### src/rtl/disp_scan_ctrl.sv
// Digit scan sequencer and frame-synchronous display word owner for the seven-segment stage.
// Optional macro SCAN_FREEZE_EN adds a freeze input that blocks word updates and head/tail swaps.
module disp_scan_ctrl #(
    parameter int SCAN_TICKS  = 50000,
    parameter int SWAP_FRAMES = 256
) (
    input  logic        clk,
    input  logic        rst_n,
    input  logic [31:0] num_in,
    input  logic        num_valid,
    output logic        num_ready,
    input  logic        auto_swap,
    input  logic        half_sel,
    input  logic        graph,
`ifdef SCAN_FREEZE_EN
    input  logic        freeze,
`endif
    output logic [31:0] disp_num,
    output logic [1:0]  SW,
    output logic [1:0]  Scanning,
    output logic        frame_tick
);

    localparam int CW = (SCAN_TICKS > 1) ? $clog2(SCAN_TICKS) : 1;
    localparam int FW = (SWAP_FRAMES > 1) ? $clog2(SWAP_FRAMES) : 1;
    localparam logic [CW-1:0] CNT_MAX = CW'(SCAN_TICKS - 1);
    localparam logic [FW-1:0] FRM_MAX = FW'(SWAP_FRAMES - 1);

    logic [CW-1:0] cnt;
    logic [FW-1:0] frm_cnt;
    logic          half;
    logic          graph_q;
    logic          digit_tick;
    logic          frame_end;
    logic          hold;

`ifdef SCAN_FREEZE_EN
    assign hold = freeze;
`else
    assign hold = 1'b0;
`endif

    assign digit_tick = (cnt == CNT_MAX);
    assign frame_end  = digit_tick && (Scanning == 2'd3);
    // NOTE: num_ready is combinational so the accept lands on the same edge Scanning wraps to 0.
    assign num_ready  = frame_end && !hold;
    assign SW         = {half, graph_q};

    always_ff @(posedge clk or negedge rst_n) begin
        if (!rst_n) begin
            cnt        <= '0;
            Scanning   <= 2'd0;
            frame_tick <= 1'b0;
            disp_num   <= 32'd0;
            frm_cnt    <= '0;
            half       <= 1'b0;
            graph_q    <= 1'b0;
        end else begin
            cnt        <= digit_tick ? '0 : cnt + 1'b1;
            frame_tick <= frame_end;
            graph_q    <= graph;
            if (digit_tick)
                Scanning <= Scanning + 2'd1;
            if (num_valid && num_ready)
                disp_num <= num_in;
            // Manual mode parks the frame counter so auto mode always starts counting from 0.
            if (!auto_swap) begin
                half    <= half_sel;
                frm_cnt <= '0;
            end else if (frame_end && !hold) begin
                if (frm_cnt == FRM_MAX) begin
                    half    <= ~half;
                    frm_cnt <= '0;
                end else begin
                    frm_cnt <= frm_cnt + 1'b1;
                end
            end
        end
    end

endmodule

### config.mk
export PLATFORM = sky130hd
export DESIGN_NAME = disp_scan_ctrl
export DESIGN_NICKNAME = d
export VERILOG_FILES = /design/src/rtl/disp_scan_ctrl.sv
export SDC_FILE = /design/constraint.sdc
export NUM_CORES = 1
export LEC_CHECK = 0
export ABC_AREA = 1
export CORE_ASPECT_RATIO = 1.25
export CORE_MARGIN = 2
export CORE_UTILIZATION = 44
export DETAILED_ROUTE_END_ITERATION = 12
export HOLD_SLACK_MARGIN = 0.02
export PLACE_DENSITY_LB_ADDON = 0.15
export SLEW_MARGIN = 30
export SYNTH_ARGS = -nofsm -noshare
export SYNTH_HDL_FRONTEND = slang
export SYNTH_SLANG_ARGS = --single-unit
### constraint.sdc
create_clock -name clk -period 1.35 [get_ports clk]
set_input_delay 0.3375 -clock clk [delete_from_list [all_inputs] [get_ports clk]]
set_output_delay 0.3375 -clock clk [all_outputs]
set_load 0.1 [all_outputs]
==> results, run 1 <==
- The clock network latency to the later pin of the worst-skew pair is 340 ps.
- After legalization and detailed placement, the total HPWL measured 5.264 mm.
- Of the total power, combinational logic draws a little over a fifth.
- The dominant combinational cell family by area after synthesis is simple AND/OR/NAND/NOR gates.
- Synthesis instantiated 30 different standard cells from the library.
- Counting flops and latches in the post-synthesis netlist gives 61.
- In the synthesized netlist the dominant register cell turns out to be dfrtp_1.
- 76 I/O pins were placed.
- The congestion estimate from routability-driven global placement came to 0.8530.
- The checks that failed: setup timing.
- In this run the tightest slew margin relative to its limit is between 70% and 80%.
- Of the post-synthesis cell area, the part taken by muxes is 0%.
- The launch point of the worst hold path is graph.
- After synthesis, the share of flip-flops with an asynchronous set or reset is 100.0%.
- The count of final max-slew check failures is 0.
- Entering global routing, the biggest net connects 62 pins.
- Summing the areas of all xor and xnor instances in the mapped netlist gives 3.061% of the synthesized area.
- The number of buffers on the longest clock path is 2.
- The total via count after detailed routing is 2,674.
- The switching power share of the total is around 30%.
- The number of enable flip-flop cells after synthesis is 0.
- The worst setup path is launched from a flop.
- The internal power consumption is 3.041 mW.
- The count of inserted antenna diode cells is 0.
- The via density per instance is ~4.8.
- The slowest stage cell on the critical path is dfrtp_1.
- In the post-synthesis netlist, the cell with the most instances is nand2_1.
- The area taken by multi-input logic gates is 1335 µm².
- The peak supply drop is approximately 0.00067 V.
- The number of nets in the synthesized netlist is 376.
- After layout, the worst setup slack is -463.9 ps.
- At the pin with the least slew margin, the transition time is 418.3 ps.
- The endpoint kind of the worst setup timing path is an output pin.
- After synthesis, the cell types taking the most area are dfrtp_1, nand2_1, o21ai_1.
- OpenSTA, run right after detailed placement, puts the worst setup slack at -250.9 ps.
- After routing the design area is 4938 µm².
- After detailed routing, the number of remaining DRC violations is 0.
- The TritonCTS clock tree is built.
- The synthesized design spends more area on one cell type than any other, namely dfrtp_1.
- The proportion of power drawn by the clock network is 34.1%.
- Clock tree synthesis selected as its root buffer the cell clkbuf_8.
- The proportion of layout cells with a drive suffix above 1 is 34.88%.
- The overall routed net length is 7.700 mm.
- STA puts the critical path data required time at between 1000 and 1500 ps.
- The sequential share of power is 44.9%.
- The overall track demand over capacity in global routing is 22.68%.
- The post-synthesis share of cell area spent on and, or, nand and nor gates is between 20% and 30%.
- For the final database, setup skew stands at just over 9 ps.
- The count of cells along the worst register-to-register path is 9.
- The worst reg2reg path startpoint is cnt[13].
- The leakage power is 2.368 nW.
- The final number of hold-violating endpoints was 0.
- The adder and majority cell fraction of the synthesized area is ~1.3%.
- The total power consumption of the routed design is 4.333 mW.
- The internal reg-to-reg setup slack is -270 ps.
- The total CTS buffers is 9.
- In this run the critical register-to-register path is captured at disp_num[6].
- The CTS clock-pin slew for the worst setup and hold paths is 70 ps.
- The maximum fanout count along the critical path is 2.
- The max-capacitance violation count is 0.
- The hold-critical path depth is 1.
- In this run the vertical extent of the chip is roughly 94 µm.
- In this run the worst hold path is classified as input pin to flop.
- The path type of the worst setup path is flop to output pin.
- The shortest clock period the worst path allows after layout is 1814 ps.
- After synthesis, the most frequently instantiated cells are nand2_1, dfrtp_1, nor2_1.
- The width of the chip is roughly 76 µm.
- The final critical path takes up 134.4% of the cycle.
- Traced cell by cell, the critical path runs through nor2_2 -> nand2_2 -> nor2_4 -> nand3_4 -> clkinvlp_4 -> buf_12.
- Fill cells in the final layout number 416.
- The stage delay of the slowest cell on the critical path is 390 ps.
- Compared with the post-synthesis result, the final layout area differs by 72.58%.
- The path with the worst hold slack has its endpoint at graph_q.
- The first-pass detailed-route iteration total is 4.
- The number of antenna violations at the first check in global routing came to 0.
- Summing all placed instances gives a cell area of 4478 µm².
- The minimum hold slack is 463.0 ps.
- Setup repair after global routing could not meet its margin everywhere.
- The number of global-route vias before repair was 2,794.
- After global routing the overflow that remains totals 0.
- In the final routed layout, each cell accounts on average for 13.80 µm.
- The power density over cell area is 877.3 nW/µm².
- The sequential cells in the finished layout cover a total of 1534 µm².
- Once detail routing completed, the nets flagged for antenna violations numbered 0.
- The synthesized netlist devotes 8.045% of its cell area to compound gates.
- For this design the total switching power over the nets is 1.292 mW.
- The synthesized netlist occupies a cell area of 2861 µm².
- The maximum clock frequency is between 500 and 600 MHz.
- In this run the core area contains 32 standard-cell rows.
- The first-pass GRT wire length is 12.74 mm.
- The synthesis warning total is 0.
- Clock tree synthesis found a total of between 60 and 70 sinks.
- The area of the core is 6246 µm².
- The number of setup violations in the final report is 54.
- The number of buffers inserted by port buffering is 75.
- The DRC violation total after the first TritonRoute iteration is 119.
- The proportion of synthesized chip area in sequential cells is 53.34%.
- The area share of the leading cell type in the synthesized netlist is 53.34%.
- The average instance in the mapped netlist occupies around 8.5 µm².
- The flow ran to the end, but the final reports show violations.
- Once the floorplan was initialized, standard cells occupied 45.81% of the core.
- The overall die area is 7168 µm².
- The critical path arrival is roughly 1500 ps.
- After the last flow step, the layout net total stands at 510.
- The post-synthesis instance total is 335.
- In this run the number of H-tree levels came out at 3.
-- cells in the final DEF, fill, tap and decap left out, types with 3 or more instances in the layout --
| cell | Yosys | layout |
|---|---|---|
| nor2_1 | 27 | 19 |
| dfrtp_1 | 61 | 59 |
| xnor2_1 | 3 | 3 |
| nor2_4 | 2 | 6 |
| buf_12 | 1 | 44 |
| nand3_1 | 15 | 10 |
| inv_2 | 2 | 6 |
| nand2_1 | 110 | 104 |
| buf_4 | 2 | 44 |
| o21ai_0 | 19 | 17 |
| nand3_4 | 1 | 4 |
| nand2_2 | 11 | 14 |
| nor2_2 | 3 | 7 |
| xor2_1 | 7 | 7 |
| clkbuf_8 | 0 | 12 |
| clkdlybuf4s50_1 | 0 | 36 |
| o21ai_1 | 22 | 23 |
| nand3_2 | 1 | 3 |
| buf_6 | 3 | 8 |
| inv_1 | 24 | 18 |
-- logic make-up (layout without fill, tap and decap cells) --
| family | after synthesis | after routing |
|---|---|---|
| adders and majority gates | 3 | 3 |
| and+or+nand+nor | 177 | 178 |
| xor gates and xnor gates | 10 | 10 |
| AOI/OAI and AO/OA | 45 | 45 |
| buffers and inverters | 39 | 176 |
| DFF | 61 | 61 |
-- layer usage --
layer / track usage [%] / routed length (µm) / share of wire [%] / vias to the layer above
li1: - / - / - / 1321
met1: 24.37 / 2980 / 39 / 1275
met2: 41.37 / 4074 / 53 / 67
met3: 7.212 / 494 / 6.4 / 11
met4: 9.394 / 151 / 2.0 / 0
met5: 0 / 0 / 0 / -
-- area by class of cell --
| type | count | area share, % |
|---|---|---|
| clock buffer | 14 | 3.496 |
| clock inverter | 1 | 0.1013 |
| timing repair buffer | 134 | 33.95 |
| sequential | 61 | 31.06 |
| inverter | 27 | 2.204 |
| tap | 85 | 2.154 |
| multi-input combinational | 236 | 27.03 |
-- registers in the layout, summed over array words and instances, names as in the netlist --
signal,count
disp_num,32
frm_cnt,8
half,1
cnt,16
Scanning,2
graph_q,1
frame_tick,1
-- power by group through the flow --
stage	registers, mW	clock network, mW	logic (mW)
floorplan	2.30	0	0.122
global placement	1.97	0	0.901
detailed placement	1.98	0	0.908
CTS	1.95	1.51	0.918
global route	1.95	1.59	0.952
finish	1.95	1.48	0.910
-- metrics by stage --
| step | util, % | setup TNS, ps | instances |
|---|---|---|---|
| floorplan | - | -6980 | 335 |
| CTS | 76.94 | -8728 | 553 |
| finish | 79.07 | -9685 | 558 |
| global placement | 71.69 | -6878 | 530 |
| detailed placement | 71.69 | -9239 | 530 |
| global route | 79.07 | -14850 | 558 |
-- repair_timing --
| item | 4_1_cts | 5_1_grt |
|---|---|---|
| setup buffers | 7 | 8 |
| pin swaps | 12 | 12 |
| gates resized for setup | 23 | 27 |
| gates cloned | 1 | 0 |
| hold buffers | 1 | 0 |
| endpoints found under the hold margin | 61 | 0 |
| endpoints found under the setup margin | 55 | 59 |
-- how the worst max path moves through the flow --
stage / from / end / slack, ps / depth (start not counted)
after global routing: cnt[13] / num_ready / -540 / 6
after floorplan: Scanning[1] / frm_cnt[1] / -490 / 5
after detailed placement: cnt[1] / frm_cnt[6] / -250 / 9
final: cnt[13] / num_ready / -460 / 6
after global placement: cnt[0] / frm_cnt[7] / -190 / 9
after CTS: cnt[7] / num_ready / -450 / 6
-- critical path, delay by kind of cell, from the launching register on --
family | cells | cell delay (ps)
buffers and inverters | 2 | 270
flip-flops | 1 | 390
AND/OR/NAND/NOR | 4 | 470
Note: power is estimated with default switching activity, not from simulation.
==> inputs of run 2 (changes only) <==
--- a/config.mk
+++ b/config.mk
@@ -6,12 +6,13 @@
 export NUM_CORES = 1
 export LEC_CHECK = 0
 export ABC_AREA = 1
-export CORE_ASPECT_RATIO = 1.25
 export CORE_MARGIN = 2
 export CORE_UTILIZATION = 44
+export CTS_BUF_LIST = sky130_fd_sc_hd__clkbuf_16
 export DETAILED_ROUTE_END_ITERATION = 12
 export HOLD_SLACK_MARGIN = 0.02
 export PLACE_DENSITY_LB_ADDON = 0.15
+export REMOVE_ABC_BUFFERS = 1
 export SLEW_MARGIN = 30
 export SYNTH_ARGS = -nofsm -noshare
 export SYNTH_HDL_FRONTEND = slang
==> results, run 2 (synthesis results as in run 1) <==
- The design draws about 4.8 mW.
- Summed over all layers, the routed wires come to 8.184 mm.
- The share of total power dissipated in the clock network is about 40%.
- The critical path arrival is 1470 ps.
- Setup repair after global routing could not meet its margin everywhere.
- The die covers 7165 µm².
- The most common cell after layout, fill and taps aside is nand2_1.
- The switching power is 1.382 mW.
- The maximum fanout count along the critical path is 2.
- The remaining design rule violation count is 0.
- Per report_power, the sequential group accounts for 40.6% of the total.
- The largest registers in the layout are disp_num (32), cnt (16), frm_cnt (8).
- The total global routing overflow is 0.
- After clock tree synthesis, the clock-pin slew on the worst setup and hold paths is 50 ps.
- The required time of the critical path is around 1000 ps.
- The width of the chip is 84.65 µm.
- The peak supply drop is between 0.0007 and 0.0008 V.
- Entering global routing, the biggest net connects 62 pins.
- Setup violations remaining at the end of the flow were counted as 58.
- The first-pass GRT wire length is about 14 mm.
- In the final routed layout, each cell accounts on average for 14.67 µm.
- Once the floorplan was initialized, standard cells occupied 45.32% of the core.
- The shortest clock period the worst path allows after layout is 1811 ps.
- The power density over cell area is between 900 and 1000 nW/µm².
- The worst setup path is launched from a flop.
- The count of nets left with antenna violations once routing finished came out at 0.
- The tree is rooted in a clkbuf_16.
- The floorplan has 29 rows.
- The path type of the worst setup path is flop to output pin.
- The post-route fraction of the period consumed by the critical path is 134.1%.
- The register name with the most flops is disp_num.
- Relative to the synthesized area, the layout overhead comes to 78.22%.
- The part of the total power dissipated in combinational logic is 18.8%.
- The CTS sink count is 61.
- The startpoint of the worst setup timing path is cnt[0].
- After detailed placement, the total cell area comes to 4389 µm².
- Buffers inserted to repair hold after CTS numbered 0.
- The TritonCTS clock tree is built.
- The number of primary I/O pins is 76.
- The total via count after detailed routing is 2,755.
- The worst slew slack as a fraction of its limit is 78.09%.
- After detailed routing, the number of vias per cell comes to 4.937.
- At the end of the flow the core is filled with cells to between 80 and 90%.
- For this run, the post-layout net count is 519.
- The worst clock skew is 6.330 ps.
- For this run, the detailed router's first-pass iteration total came to 4.
- The fill cell instance count of the final layout is 388.
- The pre-CTS setup slack is -256.7 ps.
- The area of the core is roughly 6300 µm².
- The number of buffers inserted by port buffering is 75.
- The endpoint kind of the worst setup timing path is an output pin.
- For the pin with the worst max-slew slack, the measured transition is 328.7 ps.
- The number of antenna violations at the first check in global routing came to 0.
- Across every metal layer, demand over resource in global routing totals 24.39%.
- The clock tree synthesis step divided the H-tree into 3 levels.
- Net switching is ~29% of the power.
- The maximum clock frequency is around 550 MHz.
- The number of global-route vias before repair is between 2,000 and 3,000.
- In the layout the commonest cells are nand2_1, dfrtp_1, buf_12, buf_4, clkdlybuf4s50_1.
- The congestion estimate from routability-driven global placement came to between 0.8 and 0.9.
- The vertical die dimension is 84.65 µm.
- The startpoint identified for the worst register-to-register timing path is cnt[0].
- The number of flip-flops in the largest register is 32.
- The proportion of layout cells with a drive suffix above 1 is roughly a third.
- The placed wire-length estimate after detailed placement is 4.910 mm.
- The analysis attributes to cell leakage a power of 2.520 nW.
- The count of final max-slew check failures came to 0.
- Across all setup checks in the final design, the least slack found is -460.9 ps.
- The path class of the lowest-slack min-delay path is input pin to asynchronous set/reset pin.
- The later pin in the worst-skew pair is clocked with a latency of roughly 320 ps.
- Cell internal power was estimated by the tool at around 3.4 mW.
- The final number of hold-violating endpoints came to 0.
- The clock passes through at most 2 buffers.
- The max-capacitance violation count is 0.
- In the final layout, the multi-input gates occupy 1267 µm².
- The finished cells cover roughly 5100 µm².
- The repair_antennas step left the layout with diodes totalling 0.
- The sequential standard cell area is 1526 µm².
- The final reports fail on setup timing.
- The run finished, with violations left.
- The setup TNS is -17,290 ps.
- The first routing iteration left 133 violations.
- The total CTS buffers is 9.
run 2: changes by cell type in the layout (fill, tap and decap cells not counted), moves of 3 or more:
cell / delta
clkbuf_8: -12
o21ai_0: -6
clkbuf_16: +9
o21ai_1: +4
buf_6: +11
nor2_1: +3
nor2_2: -3
buf_4: -3
run 2: worst max-delay path, stage by stage (launching register included):
cell and delay (ps):
dfrtp_1 410, ha_4 180, nand3_4 100, nor2_4 130, nand3_4 90, inv_4 70
buf_12 160
run 2: cell type report:
| type | instances | share of cell area (%) |
|---|---|---|
| Sequential cell | 61 | 29.93 |
| Clock buffer | 9 | 4.416 |
| Multi-Input combinational cell | 235 | 24.85 |
| Tap cell | 77 | 1.889 |
| Clock inverter | 5 | 0.4171 |
| Inverter | 27 | 2.110 |
| Timing Repair Buffer | 144 | 36.38 |
run 2: power groups by stage:
| stage | Combinational, mW | Clock [mW] | Sequential, mW |
|---|---|---|---|
| floorplan | 0.0620 | 0 | 2.35 |
| CTS | 0.909 | 1.98 | 1.95 |
| detailed placement | 0.905 | 0 | 1.98 |
| finish | 0.906 | 1.95 | 1.95 |
| global route | 0.945 | 2.08 | 1.96 |
| global placement | 0.900 | 0 | 1.98 |
run 2: metrics by stage:
step	cells	hold WS, ps
global route	558	43.92
floorplan	323	41.91
finish	558	13.22
detailed placement	520	370.7
global placement	520	367.4
CTS	554	29.49
run 2: layer usage:
layer	global-route usage (%)	routed length, µm	vias up
met5	0	0	-
met4	6.349	123	0
met3	8.161	563	13
met2	42.23	4346	77
met1	29.22	3151	1322
li1	-	-	1343
run 2: what timing repair did:
item,in CTS,in global routing
setup endpoints to repair,58,60
gates resized for setup,42,31
setup buffers,61,9
gates cloned,3,0
pin swaps,11,8
run 2: path summary, 6_finish.rpt:
kind / to / slack [ps] / depth (start not counted)
setup / recovery: num_ready / -460 / 6
hold / removal: cnt[9] / 10 / 2
setup reg to reg: disp_num[14] / -430 / 11
hold reg to reg: frm_cnt[1] / 510 / 2
max in group asynchronous: frm_cnt[2] / 1060 / 2
min in group clk: graph_q / 470 / 1
==> inputs of run 3 (changes only) <==
--- a/config.mk
+++ b/config.mk
@@ -6,7 +6,7 @@
 export NUM_CORES = 1
 export LEC_CHECK = 0
 export ABC_AREA = 1
-export CORE_MARGIN = 2
+export CORE_MARGIN = 3
 export CORE_UTILIZATION = 44
 export CTS_BUF_LIST = sky130_fd_sc_hd__clkbuf_16
 export DETAILED_ROUTE_END_ITERATION = 12
==> results, run 3 (synthesis results as in run 1) <==
- The flow ran to the end, but the final reports show violations.
- The final reports fail on hold timing, setup timing.
- Of the total power, registers draw about a third.
- Once detail routing completed, the nets flagged for antenna violations numbered 0.
- At the pin with the least slew margin, the transition time is 365.0 ps.
- After detailed routing, the average wire length per cell comes to around 17 µm.
- TritonCTS built the clock tree.
- The internal reg-to-reg setup slack is -440 ps.
- Across the routed clock network, the largest skew measured is approximately 8 ps.
- Compared with the post-synthesis result, the final layout area differs by 79.14%.
- The overall track demand over capacity in global routing is 25.52%.
- The overall routed net length is 9.496 mm.
- For the worst-skew pair, the clock arrives at the later sink with an insertion delay of 330 ps.
- The register name with the most flops is disp_num.
- The setup slack of the critical path after layout is -443.2 ps.
- The first global-routing pass estimated 14.66 mm of wire.
- For this design, the sink count on the clock tree is slightly above 60.
- Among all stages on the critical path, the largest delay is contributed by dfrtp_1.
- The total area inside the core boundary comes to 6096 µm².
- The final number of hold-violating endpoints came to 6.
- The overall die area is 7507 µm².
- The path type of the worst setup path is flop to output pin.
- The pre-CTS setup slack is -220.8 ps.
- STA puts the critical path data required time at 1010 ps.
- The number of antenna diodes in the final layout is 0.
- The part of the total power dissipated in combinational logic is 16.8%.
- The root buffer cell chosen for the clock tree is clkbuf_16.
- The smallest clock period supported by the final layout is computed as roughly 1800 ps.
- The count of final max-slew check failures is 0.
- STA classifies the critical path endpoint as an output pin.
- The power density over cell area is 1079 nW/µm².
- After detailed routing, the number of remaining DRC violations is 0.
- The most common cell after layout, fill and taps aside is nand2_1.
- In the layout the commonest cells are nand2_1, dfrtp_1, buf_12, buf_4, clkdlybuf4s50_1.
- The number of primary I/O pins is 76.
- The switching power is approximately 1.5 mW.
- In this run the number of H-tree levels came out at 3.
- From left edge to right edge, the die measures about 87 µm.
- The worst slew slack as a fraction of its limit is 75.59%.
- The number of antenna violations at the first check in global routing came to 0.
- The number of flip-flops in the largest register is 32.
- The net count of the finished layout is 511.
- The maximum fanout count along the critical path is 2.
- In this run the critical register-to-register path is launched from cnt[4].
- In this run the worst setup path begins at cnt[4].
- The critical path arrival is 1460 ps.
- The post-route fraction of the period consumed by the critical path is 132.8%.
- Routability-driven placement finished with a final weighted congestion of 0.8225.
- The number of buffers inserted by port buffering is 75.
- The number of buffers on the longest clock path is 2.
- The stage delay of the slowest cell on the critical path is 390 ps.
- The peak supply drop is 0.0009744 V.
- The internal power consumption is 4.037 mW.
- The via density per instance is 5.220.
- The largest registers in the layout are disp_num (32), cnt (16), frm_cnt (8).
- The proportion of power drawn by the clock network is around 48%.
- For this run, the detailed router's first-pass iteration total came to 4.
- The DRC violation total after the first TritonRoute iteration is 156.
- The maximum number of pins on one net before global-route repair is 62.
- The minimum hold slack is -12.96 ps.
- Derived from the worst setup path, the maximum achievable clock frequency is 557.7 MHz.
- The CTS clock-pin slew for the worst setup and hold paths is approximately 60 ps.
- After clock tree synthesis, the flow added hold-fix buffers numbering 0.
- The number of rows in the core area is 28.
- The path class of the lowest-slack min-delay path is input pin to asynchronous set/reset pin.
- The number of setup violations in the final report is 56.
- The total global routing overflow is 0.
- STA classifies the critical path startpoint as a flop.
- The routed layout has 2,871 vias.
- The effective utilization at floorplan is 46.94%.
- The number of global-route vias before repair is about 3,000.
- The count of cells along the worst register-to-register path is 8.
- The placed wire-length estimate after detailed placement is 5.067 mm.
- Total power for the finished layout comes to 5.533 mW.
- Net switching is between 20% and 30% of the power.
- The max-capacitance violation count is 0.
- The vertical die dimension is 86.65 µm.
- Setup repair after global routing could not meet its margin everywhere.
- Counting the buffers created by CTS gives 9.
- Traced cell by cell, the critical path runs through nor2_2 -> nand2_2 -> nor2_4 -> nand3_4 -> inv_4 -> buf_12.
- Cells with a size suffix above 1 make up a little over a third of the layout.
- The leakage power is 2.510 nW.
- The endpoint of the lowest-slack register-to-register path is disp_num[25].
[run 3: cell count changes in the layout (fill, tap and decap cells not counted), moves of 2 or more]
cell       delta
buf_6         -6
bufinv_16     +3
inv_2         -3
inv_4         +3
nand3_4       +3
clkinv_1      -2
nand3_2       -2
nor2_4        +2
[run 3: cell type report]
cell class | count | area (µm²)
clock buffers | 9 | 225.2
clock inverters | 7 | 115.1
fillers | 325 | 969.7
inverters | 27 | 115.1
multi-input cells | 235 | 1310
flip-flops and latches | 61 | 1526
well taps | 75 | 93.84
repair buffers | 136 | 1740
[run 3: power groups by stage]
| stage | Sequential [mW] | Combinational, mW | Clock [mW] |
|---|---|---|---|
| global route | 1.96 | 0.966 | 2.76 |
| CTS | 1.95 | 0.926 | 2.66 |
| floorplan | 2.35 | 0.0620 | 0 |
| detailed placement | 1.98 | 0.914 | 0 |
| finish | 1.95 | 0.930 | 2.65 |
| global placement | 1.98 | 0.908 | 0 |
[run 3: worst max-delay path by stage]
| stage | to | slack (ps) | depth (start not counted) |
|---|---|---|---|
| after CTS | num_ready | -430 | 6 |
| after floorplan | num_ready | -1260 | 3 |
| after detailed placement | disp_num[0] | -220 | 9 |
| final | num_ready | -440 | 6 |
| after global routing | num_ready | -500 | 6 |
| after global placement | num_ready | -170 | 6 |
[run 3: what timing repair did]
item                                    CTS  global route
setup buffers                            10            10
gates cloned                              2             0
pin swaps                                 9            18
endpoints found under the setup margin   53            60
resized for setup                        29            43
hold endpoints to repair                  0             0
[run 3: per-stage QoR]
step                      instance area, µm²  util (%)  instances  setup TNS [ps]
after CTS                               4950     81.20        544          -13310
after detailed placement                4359     71.51        516           -8361
after global placement                  4359     71.51        516           -6006
after global routing                    5126     84.09        550          -20600
final                                   5126     84.09        550          -15900
after floorplan                         2766         -        323          -34550
[run 3: layer usage]
| metal | vias up | part of all wire (%) | GRT usage [%] |
|---|---|---|---|
| li1 | 1331 | - | - |
| met1 | 1408 | 36 | 28.48 |
| met2 | 107 | 53 | 44.58 |
| met3 | 25 | 8.0 | 10.27 |
| met4 | 0 | 2.6 | 7.790 |
| met5 | - | 0 | 0 |
[run 3: worst max-delay path: cells and delay by family (launching register included)]
kind	cells	cell delay, ps
buf+inv	2	250
flops	1	390
simple gates	4	480
